File: config.mk
export PLATFORM = sky130hd
export DESIGN_NAME = prediction_stat_tracker_flat
export DESIGN_NICKNAME = d
export VERILOG_FILES = /design/src/rtl/prediction_stat_tracker_pkg.sv /design/src/rtl/prediction_stat_tracker_if.sv /design/src/rtl/prediction_stat_tracker_fifo.sv /design/src/rtl/prediction_stat_tracker.sv /design/src/flat_wrapper.sv
export SDC_FILE = /design/constraint.sdc
export NUM_CORES = 1
export LEC_CHECK = 0
export CAP_MARGIN = 25
export CORE_MARGIN = 5
export CORE_UTILIZATION = 35
export CTS_CLUSTER_DIAMETER = 120
export DETAILED_ROUTE_END_ITERATION = 8
export SYNTH_ARGS = -nofsm -noshare
export SYNTH_HDL_FRONTEND = slang
export SYNTH_SLANG_ARGS = --single-unit
File: constraint.sdc
create_clock -name clk -period 3 [get_ports clk]
set_input_delay 0.3 -clock clk [delete_from_list [all_inputs] [get_ports clk]]
set_output_delay 0.3 -clock clk [all_outputs]
set_load 0.03 [all_outputs]
File: src/rtl/prediction_stat_tracker_pkg.sv
// Shared constants, record type and trend decoder for the prediction statistics tracker.
package prediction_stat_tracker_pkg;

  localparam int          HIT_INC    = 1;
  localparam int          MISS_DEC   = 2;
  localparam logic [1:0]  TREND_RST  = 2'b01;

  typedef struct packed {
    logic ghp;
    logic lhp;
    logic sp;
  } pred_rec_t;

  function automatic logic [3:0] trend_decode(input logic [1:0] hist);
    return 4'b0001 << hist;
  endfunction

endpackage

File: src/rtl/prediction_stat_tracker_if.sv
// Fetch/execute handshake and statistics bundle between the tracker and its neighbours.
interface prediction_stat_tracker_if #(
  parameter int W = 5
);
  logic         push_valid;
  logic         push_ready;
  logic         push_sp;
  logic         push_lhp;
  logic         push_ghp;
  logic         resolve_valid;
  logic         resolve_taken;
  logic         flush;
  logic [W-1:0] SP_stat_count;
  logic [W-1:0] LHP_stat_count;
  logic [W-1:0] GHP_stat_count;
  logic [3:0]   SP_trend_decode;
  logic [3:0]   LHP_trend_decode;
  logic [3:0]   GHP_trend_decode;
  logic         resolve_underflow;

  modport master (
    output push_valid, push_sp, push_lhp, push_ghp, resolve_valid, resolve_taken, flush,
    input  push_ready, SP_stat_count, LHP_stat_count, GHP_stat_count,
           SP_trend_decode, LHP_trend_decode, GHP_trend_decode, resolve_underflow
  );

  modport slave (
    input  push_valid, push_sp, push_lhp, push_ghp, resolve_valid, resolve_taken, flush,
    output push_ready, SP_stat_count, LHP_stat_count, GHP_stat_count,
           SP_trend_decode, LHP_trend_decode, GHP_trend_decode, resolve_underflow
  );
endinterface

File: src/rtl/prediction_stat_tracker_fifo.sv
// In-flight branch record FIFO: push/pop/flush with occupancy-derived full/empty.
module pred_record_fifo
  import prediction_stat_tracker_pkg::*;
#(
  parameter int DEPTH = 4
) (
  input  logic      clk,
  input  logic      rst_n,
  input  logic      push_i,
  input  pred_rec_t rec_i,
  input  logic      pop_i,
  input  logic      flush_i,
  output pred_rec_t rec_o,
  output logic      full_o,
  output logic      empty_o
);
  localparam int PW = $clog2(DEPTH);

  logic [PW-1:0] wr_ptr_q, wr_ptr_d;
  logic [PW-1:0] rd_ptr_q, rd_ptr_d;
  logic [PW:0]   cnt_q, cnt_d;
  pred_rec_t     mem_q [DEPTH];
  logic          do_push, do_pop;

  assign full_o  = (cnt_q == (PW+1)'(DEPTH));
  assign empty_o = (cnt_q == '0);
  assign do_push = push_i && !full_o && !flush_i;
  assign do_pop  = pop_i && !empty_o;
  assign rec_o   = mem_q[rd_ptr_q];

  always_comb begin
    wr_ptr_d = wr_ptr_q;
    rd_ptr_d = rd_ptr_q;
    cnt_d    = cnt_q;
    if (do_push) wr_ptr_d = wr_ptr_q + 1'b1;
    if (do_pop)  rd_ptr_d = rd_ptr_q + 1'b1;
    if (do_push && !do_pop)      cnt_d = cnt_q + 1'b1;
    else if (!do_push && do_pop) cnt_d = cnt_q - 1'b1;
    // Flushed push never happens, so the write pointer is the surviving tail.
    if (flush_i) begin
      rd_ptr_d = wr_ptr_q;
      cnt_d    = '0;
    end
  end

  always_ff @(posedge clk or negedge rst_n) begin
    if (!rst_n) begin
      wr_ptr_q <= '0;
      rd_ptr_q <= '0;
      cnt_q    <= '0;
    end else begin
      wr_ptr_q <= wr_ptr_d;
      rd_ptr_q <= rd_ptr_d;
      cnt_q    <= cnt_d;
    end
  end

  always_ff @(posedge clk) begin
    if (do_push) mem_q[wr_ptr_q] <= rec_i;
  end

endmodule

File: src/rtl/prediction_stat_tracker.sv
// Per-predictor saturating accuracy counters and 2-bit hit trends for the tournament arbiter.
// Optional periodic counter halving is built when STAT_DECAY_EN is defined.
module prediction_stat_tracker
  import prediction_stat_tracker_pkg::*;
#(
  parameter int STAT_COUNTER_WIDTH = 5,
  parameter int FIFO_DEPTH         = 4,
  parameter int DECAY_PERIOD       = 64
) (
  input  logic                       clk,
  input  logic                       rst_n,
  prediction_stat_tracker_if.slave   bus
);
  localparam int           W       = STAT_COUNTER_WIDTH;
  localparam logic [W-1:0] CNT_MID = W'(1) << (W-1);
  localparam logic [W-1:0] CNT_MAX = '1;

  function automatic logic [W-1:0] sat_hit(input logic [W-1:0] cnt);
    return (cnt == CNT_MAX) ? CNT_MAX : cnt + W'(HIT_INC);
  endfunction

  function automatic logic [W-1:0] sat_miss(input logic [W-1:0] cnt);
    return (cnt < W'(MISS_DEC)) ? '0 : cnt - W'(MISS_DEC);
  endfunction

  pred_rec_t    push_rec, head_rec;
  logic         fifo_full, fifo_empty, pop_en;
  logic [2:0]   pred, hit;
  logic [W-1:0] cnt_q [3];
  logic [W-1:0] cnt_d [3];
  logic [1:0]   hist_q [3];
  logic [1:0]   hist_d [3];
  logic         underflow_q, underflow_d;

  assign push_rec = '{ghp: bus.push_ghp, lhp: bus.push_lhp, sp: bus.push_sp};

  pred_record_fifo #(.DEPTH(FIFO_DEPTH)) u_fifo (
    .clk     (clk),
    .rst_n   (rst_n),
    .push_i  (bus.push_valid),
    .rec_i   (push_rec),
    .pop_i   (bus.resolve_valid),
    .flush_i (bus.flush),
    .rec_o   (head_rec),
    .full_o  (fifo_full),
    .empty_o (fifo_empty)
  );

  assign pop_en      = bus.resolve_valid && !fifo_empty;
  assign pred        = {head_rec.ghp, head_rec.lhp, head_rec.sp};
  assign hit         = ~(pred ^ {3{bus.resolve_taken}});
  assign underflow_d = bus.resolve_valid && fifo_empty;

`ifdef STAT_DECAY_EN
  localparam int DW = (DECAY_PERIOD > 1) ? $clog2(DECAY_PERIOD) : 1;
  logic [DW-1:0] dcnt_q, dcnt_d;
  logic          decay_now;

  assign decay_now = pop_en && (dcnt_q == DW'(DECAY_PERIOD - 1));

  always_comb begin
    dcnt_d = dcnt_q;
    if (decay_now)   dcnt_d = '0;
    else if (pop_en) dcnt_d = dcnt_q + 1'b1;
  end

  always_ff @(posedge clk or negedge rst_n) begin
    if (!rst_n) dcnt_q <= '0;
    else        dcnt_q <= dcnt_d;
  end
`endif

  always_comb begin
    for (int i = 0; i < 3; i++) begin
      cnt_d[i]  = cnt_q[i];
      hist_d[i] = hist_q[i];
      if (pop_en) begin
        cnt_d[i]  = hit[i] ? sat_hit(cnt_q[i]) : sat_miss(cnt_q[i]);
        hist_d[i] = {hist_q[i][0], hit[i]};
      end
`ifdef STAT_DECAY_EN
      // Halving applies on top of this resolve's own update.
      if (decay_now) cnt_d[i] = cnt_d[i] >> 1;
`endif
    end
  end

  always_ff @(posedge clk or negedge rst_n) begin
    if (!rst_n) begin
      for (int i = 0; i < 3; i++) begin
        cnt_q[i]  <= CNT_MID;
        hist_q[i] <= TREND_RST;
      end
      underflow_q <= 1'b0;
    end else begin
      for (int i = 0; i < 3; i++) begin
        cnt_q[i]  <= cnt_d[i];
        hist_q[i] <= hist_d[i];
      end
      underflow_q <= underflow_d;
    end
  end

  assign bus.push_ready        = !fifo_full;
  assign bus.SP_stat_count     = cnt_q[0];
  assign bus.LHP_stat_count    = cnt_q[1];
  assign bus.GHP_stat_count    = cnt_q[2];
  assign bus.SP_trend_decode   = trend_decode(hist_q[0]);
  assign bus.LHP_trend_decode  = trend_decode(hist_q[1]);
  assign bus.GHP_trend_decode  = trend_decode(hist_q[2]);
  assign bus.resolve_underflow = underflow_q;

endmodule

File: src/flat_wrapper.sv
// flat-port wrapper written by rule: the top's interface ports become plain ports
module prediction_stat_tracker_flat import prediction_stat_tracker_pkg::*;
#(
  parameter int STAT_COUNTER_WIDTH = 5,
  parameter int FIFO_DEPTH         = 4,
  parameter int DECAY_PERIOD       = 64
)
  (clk, rst_n, bus_push_valid, bus_push_sp, bus_push_lhp, bus_push_ghp, bus_resolve_valid, bus_resolve_taken, bus_flush, bus_push_ready, bus_SP_stat_count, bus_LHP_stat_count, bus_GHP_stat_count, bus_SP_trend_decode, bus_LHP_trend_decode, bus_GHP_trend_decode, bus_resolve_underflow);
  prediction_stat_tracker_if bus_i ();
  input  logic clk;
  input  logic rst_n;
  input wire logic [$bits(bus_i.push_valid)-1:0] bus_push_valid;
  input wire logic [$bits(bus_i.push_sp)-1:0] bus_push_sp;
  input wire logic [$bits(bus_i.push_lhp)-1:0] bus_push_lhp;
  input wire logic [$bits(bus_i.push_ghp)-1:0] bus_push_ghp;
  input wire logic [$bits(bus_i.resolve_valid)-1:0] bus_resolve_valid;
  input wire logic [$bits(bus_i.resolve_taken)-1:0] bus_resolve_taken;
  input wire logic [$bits(bus_i.flush)-1:0] bus_flush;
  output wire logic [$bits(bus_i.push_ready)-1:0] bus_push_ready;
  output wire logic [$bits(bus_i.SP_stat_count)-1:0] bus_SP_stat_count;
  output wire logic [$bits(bus_i.LHP_stat_count)-1:0] bus_LHP_stat_count;
  output wire logic [$bits(bus_i.GHP_stat_count)-1:0] bus_GHP_stat_count;
  output wire logic [$bits(bus_i.SP_trend_decode)-1:0] bus_SP_trend_decode;
  output wire logic [$bits(bus_i.LHP_trend_decode)-1:0] bus_LHP_trend_decode;
  output wire logic [$bits(bus_i.GHP_trend_decode)-1:0] bus_GHP_trend_decode;
  output wire logic [$bits(bus_i.resolve_underflow)-1:0] bus_resolve_underflow;
  assign bus_i.push_valid = bus_push_valid;
  assign bus_i.push_sp = bus_push_sp;
  assign bus_i.push_lhp = bus_push_lhp;
  assign bus_i.push_ghp = bus_push_ghp;
  assign bus_i.resolve_valid = bus_resolve_valid;
  assign bus_i.resolve_taken = bus_resolve_taken;
  assign bus_i.flush = bus_flush;
  assign bus_push_ready = bus_i.push_ready;
  assign bus_SP_stat_count = bus_i.SP_stat_count;
  assign bus_LHP_stat_count = bus_i.LHP_stat_count;
  assign bus_GHP_stat_count = bus_i.GHP_stat_count;
  assign bus_SP_trend_decode = bus_i.SP_trend_decode;
  assign bus_LHP_trend_decode = bus_i.LHP_trend_decode;
  assign bus_GHP_trend_decode = bus_i.GHP_trend_decode;
  assign bus_resolve_underflow = bus_i.resolve_underflow;
  prediction_stat_tracker #(.STAT_COUNTER_WIDTH(STAT_COUNTER_WIDTH), .FIFO_DEPTH(FIFO_DEPTH), .DECAY_PERIOD(DECAY_PERIOD)) u_core (.clk(clk), .rst_n(rst_n), .bus(bus_i));
endmodule
==> results.yml, run 1 <==
place:
  gp_congestion: 0.819
  dpl.hpwl_um: 3510
  port_buffers: 37
clock_network:
  worst_skew_pair.late_latency_ns: 0.29
  cts_tree: "done"
  cts_inserted_buffers: 5
  clk_root_buffer_cell: "clkbuf_8"
  clk_path_buf_depth: 2
  numClockSinks: 41
  cts.hold.buffers_added: 0
  postCtsSetupBuffers: 0
  post_cts_resized: 0
  clk_pin_slew_worst_paths_ns: 0.07
  htree_num_levels: 2
status:
  outcome: "completed"
die:
  die_area_sq_mm: 0.00887
  fp.coreArea_sq_mm: 0.00683
  num_rows: 30
  die_extent_in_x_um: 94.2
  die_extent_in_y_um: 94.2
  io_pins: 38
  floorplan.initialDensity_pct: 36.3
final_layout:
  mostFrequentLayoutCell: "clkdlybuf4s50_1"
  areaGrowthSynthToFinish_pct: 21.5
  mostFrequentLayoutCells: "clkdlybuf4s50_1 (37), nand2_1 (23), dfrtp_1 (23)"
  final_net_count: 294
  antenna-diode-count: 0
  post_route_cells_drive_above_1_share_pct: 10.7
  utilization_pct: 44.1
yosys:
  synthesis.nets: 259
  warnings_synthesis: 0
  seq_area_frac_synth_pct: 44.1
  synth-main-ff-cell: "dfrtp_1"
  synth-seq-cells: 41
  synth_top_area_share_pct: 23.2
  synth-async-reset-ratio_pct: 70.7
  synth_xor_area_share_pct: 2.72
  synth_fa_ha_area_share_pct: 7.37
  post_synth_main_area_contributors: "dfrtp_1 (23%), edfxtp_1 (15%), ha_1 (6.6%)"
  synth_enable_flop_cells: 12
  synth.avg_cell_area_sq_um: 10.5
  synth_simple_gate_area_share_pct: 22.8
  synth_area_leader_cell: "dfrtp_1"
  complex_gate_fraction_of_the_synthesized_area_pct: 12.2
  ys_types: 50
  mappedNetlistArea_sq_mm: 0.00248
  synth_top_family_by_area: "simple AND/OR/NAND/NOR gates"
  synth_cells: 236
  muxShareOfSynthArea_pct: 6.10
worst_setup_path:
  slowest_delay_ns: 0.46
  reg2reg_slack_ns: 0.64
  path_cells: "or3b_1, nand2_1, nor3_1, fa_1, and2_1, mux4_2, nor2_1"
  end_kind: "register"
  timing.critical_path.slowest_stage_cell: "dfrtp_1"
  critPathBufInv: 0
  timing.reg2reg.worst_path_depth: 7
  crit_cells: 7
  worstSetupPathType: "reg -> reg"
  crit-reg2reg-capture: "u_core.u_fifo.cnt_q[2]$_DFFE_PN0P_"
  setup.worst_path.start_class: "register"
  crit_fanout: 6
  worst_path_dominant_cell_family: "simple AND/OR/NAND/NOR gates"
  critical_path_arrival_ns: 2.58
  worstReg2RegStart: "u_core.u_fifo.cnt_q[1]$_DFFE_PN0P_"
  critical_path_required_ns: 3.22
global_route:
  groute.layer.met3.usage_pct: 3.37
  global_route.usage.met1_pct: 16.5
  groute.layer.met2.usage_pct: 18.9
  grt.busiest_layer: "met2"
  grt_overflow_total: 0
  grt_util_all_layers_pct: 12.2
  antenna_found_initial: 0
  grt_start_max_net_pins: 31
  grt_pass1_vias: 1808
  first_pass_grt_wire_length_um: 8700
routing:
  antenna_left: 0
  route.detailed.drc: 0
  drt_iter0_markers: 131
  firstDrtPassIters: 4
  finalWirelength_um: 4990
  avgViaCountPerCell: 5.09
  vias: 1874
  wl_per_cell_um: 13.6
pwr:
  cellPowerDensity_mw_per_mm2: 1090
  internal_power_mw: 1.79
  pwr-share-comb_pct: 55.8
  clkPwrFrac_pct: 10.6
  cellLeakagePower_nw: 1.19
  power.switching_mw: 1.50
  sequentialPowerShare_pct: 33.6
  switching_share_pct: 45.5
  irDropWorstVdd_v: 0.000384
timing:
  finalCritPeriodShare_pct: 78.8
  worst_setup_skew_after_layout_ns: 0.00844
  final_period_minus_worst_setup_slack_ns: 2.36
  report.final.slew_viol_count: 0
  fmax_mhz: 423
  timing.setup.tns_ns: 0
  hold_slack_ns: 0.404
  setup_violating_endpoint_count_in_the_final_report: 0
  slew_headroom_pct: 53.1
  rsz0062_at_grt: "false"
  hold_violations: 0
  actual_slew_at_the_worst_max_slew_pin_ns: 0.704
flow_run:
  cap_viol_max_count: 0
min_path:
  holdCritPathClass: "in -> async"
power groups by stage:
stage | Clock (mW) | Sequential [mW] | Combinational [mW]
3_5_place_dp | 0 | 1.11 | 1.85
6_report | 0.348 | 1.10 | 1.84
4_1_cts | 0.364 | 1.10 | 1.86
3_3_place_gp | 0 | 1.10 | 1.83
5_1_grt | 0.381 | 1.15 | 2.04
2_1_floorplan | 0 | 1.18 | 1.21
final cells by class:
cell class                 count  area (sq um)
tap                           96           120
fill                         667          3820
timing repair buffer          41           400
inverter                      10          37.5
multi-input combinational    172          1280
sequential                    41          1090
clock buffer                   8          80.1
synth_stat cells, types with 3 or more instances:
cell type / n
o21ai_0: 6
a221oi_2: 3
ha_1: 13
xnor2_1: 3
inv_1: 10
mux2i_1: 5
nor2b_1: 6
nor3_1: 4
and3_1: 3
nor3b_1: 6
o21ai_1: 4
o211ai_1: 4
buf_6: 3
edfxtp_1: 12
dfrtp_1: 23
or4_1: 7
nand4b_1: 3
nand4_1: 5
a21oi_1: 7
nand3_1: 9
nor2_1: 16
dfstp_2: 6
a221o_1: 3
nand2_1: 23
a31oi_1: 3
and2_1: 10
clkbuf_1: 6
nand2b_1: 3
mux4_2: 4
per-stage QoR:
stage               setup WS [ns]  area, sq um  cells  power, mW
floorplan                   0.604         2480    236       2.40
global placement            0.679         2930    360       2.93
detailed placement          0.608         2930    360       2.96
CTS                         0.647         3010    368       3.32
global route                0.517         3010    368       3.57
finish                      0.636         3010    368       3.29
worst max path at each step:
stage,start,to,slack (ns)
6_report,u_core.u_fifo.cnt_q[1]$_DFFE_PN0P_,u_core.u_fifo.cnt_q[2]$_DFFE_PN0P_,0.64
5_1_grt,u_core.u_fifo.cnt_q[0]$_DFFE_PN0P_,u_core.u_fifo.cnt_q[2]$_DFFE_PN0P_,0.52
3_3_place_gp,bus_resolve_valid,u_core.u_fifo.cnt_q[2]$_DFFE_PN0P_,0.68
4_1_cts,u_core.u_fifo.cnt_q[1]$_DFFE_PN0P_,u_core.u_fifo.cnt_q[2]$_DFFE_PN0P_,0.65
2_1_floorplan,u_core.u_fifo.cnt_q[0]$_DFFE_PN0P_,u_core.u_fifo.cnt_q[2]$_DFFE_PN0P_,0.60
3_5_place_dp,bus_resolve_valid,u_core.u_fifo.cnt_q[2]$_DFFE_PN0P_,0.61
registers in the layout, indices dropped and copies added, names as in the netlist:
signal and cells:
u_core.u_fifo.cnt_q 3, u_core.u_fifo.wr_ptr_q 2, u_core.bus.GHP_stat_count 5, u_core.bus.SP_stat_count 5, u_core.bus.LHP_stat_count 5, u_core.u_fifo.mem_q 12
u_core.u_fifo.rd_ptr_q 2, u_core.hist_q 6, u_core.bus.resolve_underflow 1
metal layers:
| layer | routed length [um] | vias to the layer above |
|---|---|---|
| met2 | 2260 | 49 |
| met5 | 0 | - |
| li1 | - | 928 |
| met3 | 241 | 6 |
| met1 | 2430 | 891 |
| met4 | 63 | 0 |
kinds of logic (layout without fill, tap and decap cells):
family	after synthesis	count (layout)
AND/OR/NAND/NOR	101	101
AO/OA/AOI/OAI	41	41
flip-flops	41	41
buffers and inverters	23	59
adder cells (fa/ha/maj)	14	14
multiplexers	10	10
XOR/XNOR	6	6
Power figures use the tool's default switching activity.
==> run 2: changes to the inputs <==
clock period = 2.4 ns   (was 3 ns; I/O delays follow)
==> run 2 against run 1 <==
- total power increased by 30%
- fmax up 4.5%
- critical path type unchanged
- largest power group unchanged
- highest routed layer unchanged
- die area is the same
- first-iteration DRC count down 54%
- sequential share of layout area is 0.94 points lower
==> results.yml, run 2 (synthesis results as in run 1) <==
worst_setup_path:
  worstSetupPathType: "reg -> reg"
  reg2reg_slack_ns: 0.14
  critPathBufInv: 0
  end_kind: "register"
  slowest_delay_ns: 0.47
  worstReg2RegStart: "u_core.u_fifo.cnt_q[1]$_DFFE_PN0P_"
  critical_path_required_ns: 2.63
  critical_path_arrival_ns: 2.49
  timing.critical_path.slowest_stage_cell: "mux4_2"
  crit_fanout: 4
  setup.worst_path.start_class: "register"
  worst_path_dominant_cell_family: "simple AND/OR/NAND/NOR gates"
  cp-startpoint: "u_core.u_fifo.cnt_q[1]$_DFFE_PN0P_"
  path_cells: "or3b_1, nand2_1, nor3_1, fa_1, and2_1, mux4_2, nor2_1"
global_route:
  grt_pass1_vias: 1839
  antenna_found_initial: 0
  first_pass_grt_wire_length_um: 8670
  grt_start_max_net_pins: 31
  grt_util_all_layers_pct: 12.1
  grt_overflow_total: 0
pwr:
  cellLeakagePower_nw: 1.23
  cellPowerDensity_mw_per_mm2: 1380
  clkPwrFrac_pct: 13.1
  switching_share_pct: 44.2
  pwr-share-comb_pct: 55.5
  power.switching_mw: 1.89
  irDropWorstVdd_v: 0.000393
  sequentialPowerShare_pct: 31.4
  internal_power_mw: 2.38
timing:
  hold_violations: 0
  finalCritPeriodShare_pct: 94.3
  worst_setup_skew_after_layout_ns: 0.00841
  fmax_mhz: 442
  final_period_minus_worst_setup_slack_ns: 2.26
  actual_slew_at_the_worst_max_slew_pin_ns: 0.600
  report.final.slew_viol_count: 0
  rsz0062_at_grt: "false"
  setup_violating_endpoint_count_in_the_final_report: 0
  setup_slack_ns: 0.137
  slew_headroom_pct: 59.8
  timing.setup.tns_ns: 0
place:
  placed_cells: 366
  placedInstanceArea_sq_mm: 0.00298
  gp_congestion: 0.848
  port_buffers: 37
  place_worst_setup_slack_ns: 0.139
  dpl.hpwl_um: 3640
final_layout:
  antenna-diode-count: 0
  largest_register: "u_core.u_fifo.mem_q"
  mostFrequentLayoutCell: "clkdlybuf4s50_1"
  finalInstanceArea_sq_mm: 0.00309
  num-fill-cells: 683
  largest_register_ffs: 12
  final_net_count: 300
  post_route_cells_drive_above_1_share_pct: 13.7
  areaGrowthSynthToFinish_pct: 24.8
  final_cell_count_no_fill: 374
  mostFrequentLayoutCells: "clkdlybuf4s50_1 (37), nand2_1 (23), dfrtp_1 (23)"
  largest_registers: "u_core.u_fifo.mem_q x12, u_core.hist_q x6"
die:
  die_area_sq_mm: 0.00887
  floorplan.initialDensity_pct: 36.3
  fp.coreArea_sq_mm: 0.00683
  io_pins: 38
  die_extent_in_y_um: 94.2
  num_rows: 30
  die_extent_in_x_um: 94.2
routing:
  avgViaCountPerCell: 5.02
  drt_iter0_markers: 60
  finalWirelength_um: 4980
  wl_per_cell_um: 13.3
  route.detailed.drc: 0
  antenna_left: 0
  vias: 1878
  firstDrtPassIters: 4
flow_run:
  cap_viol_max_count: 0
status:
  outcome: "completed"
clock_network:
  cts_tree: "done"
  worst_skew_pair.late_latency_ns: 0.29
  numClockSinks: 41
  post_cts_resized: 0
  clk_pin_slew_worst_paths_ns: 0.08
  htree_num_levels: 2
  clk_path_buf_depth: 2
  postCtsSetupBuffers: 0
  cts.hold.buffers_added: 0
  cts_inserted_buffers: 5
  clk_root_buffer_cell: "clkbuf_8"
min_path:
  holdCritPathClass: "in -> async"
[run 2: power groups by stage]
stage | Clock [mW] | Sequential, mW | Combinational (mW)
2_1_floorplan | 0 | 1.48 | 1.52
3_3_place_gp | 0 | 1.35 | 2.36
3_5_place_dp | 0 | 1.35 | 2.39
4_1_cts | 0.580 | 1.34 | 2.40
5_1_grt | 0.603 | 1.40 | 2.61
6_report | 0.559 | 1.34 | 2.37
[run 2: final cells by class]
cell class / instances / area, sq um / share of cell area, %
sequential: 41 / 1090 / 35.3
timing repair buffer: 47 / 445 / 14.4
multi-input combinational: 172 / 1280 / 41.4
clock buffer: 5 / 68.8 / 2.22
clock inverter: 3 / 46.3 / 1.50
inverter: 10 / 37.5 / 1.21
tap: 96 / 120 / 3.88
[run 2: per-stage QoR]
step	utilization, %	total power, mW	hold WS [ns]
floorplan	-	3.00	-0.0556
global placement	43.6	3.71	0.480
detailed placement	43.6	3.74	0.491
CTS	45.3	4.32	0.346
global route	45.3	4.61	0.364
finish	45.3	4.27	0.336
[run 2: metal layers]
layer  share of wire, %  track usage [%]  wire [um]  up-vias
li1                   -                -          -      939
met1                 47             15.7       2340      895
met2                 47             20.0       2350       39
met3                5.4             3.61        268        5
met4               0.50             2.17         25        0
met5                  0                0          0        -
[run 2: final timing paths]
path | to | cells past startpoint
worst max-delay path | u_core.u_fifo.cnt_q[2]$_DFFE_PN0P_ | 7
worst min-delay path | u_core.bus.GHP_stat_count[3]$_DFFE_PN0P_ | 2
worst max register to register | u_core.u_fifo.cnt_q[2]$_DFFE_PN0P_ | 7
worst min register to register | u_core.hist_q[4]$_DFFE_PN1P_ | 2
max in group asynchronous | u_core.bus.SP_stat_count[4]$_DFFE_PN1P_ | 2
min in group clk | u_core.hist_q[4]$_DFFE_PN1P_ | 2
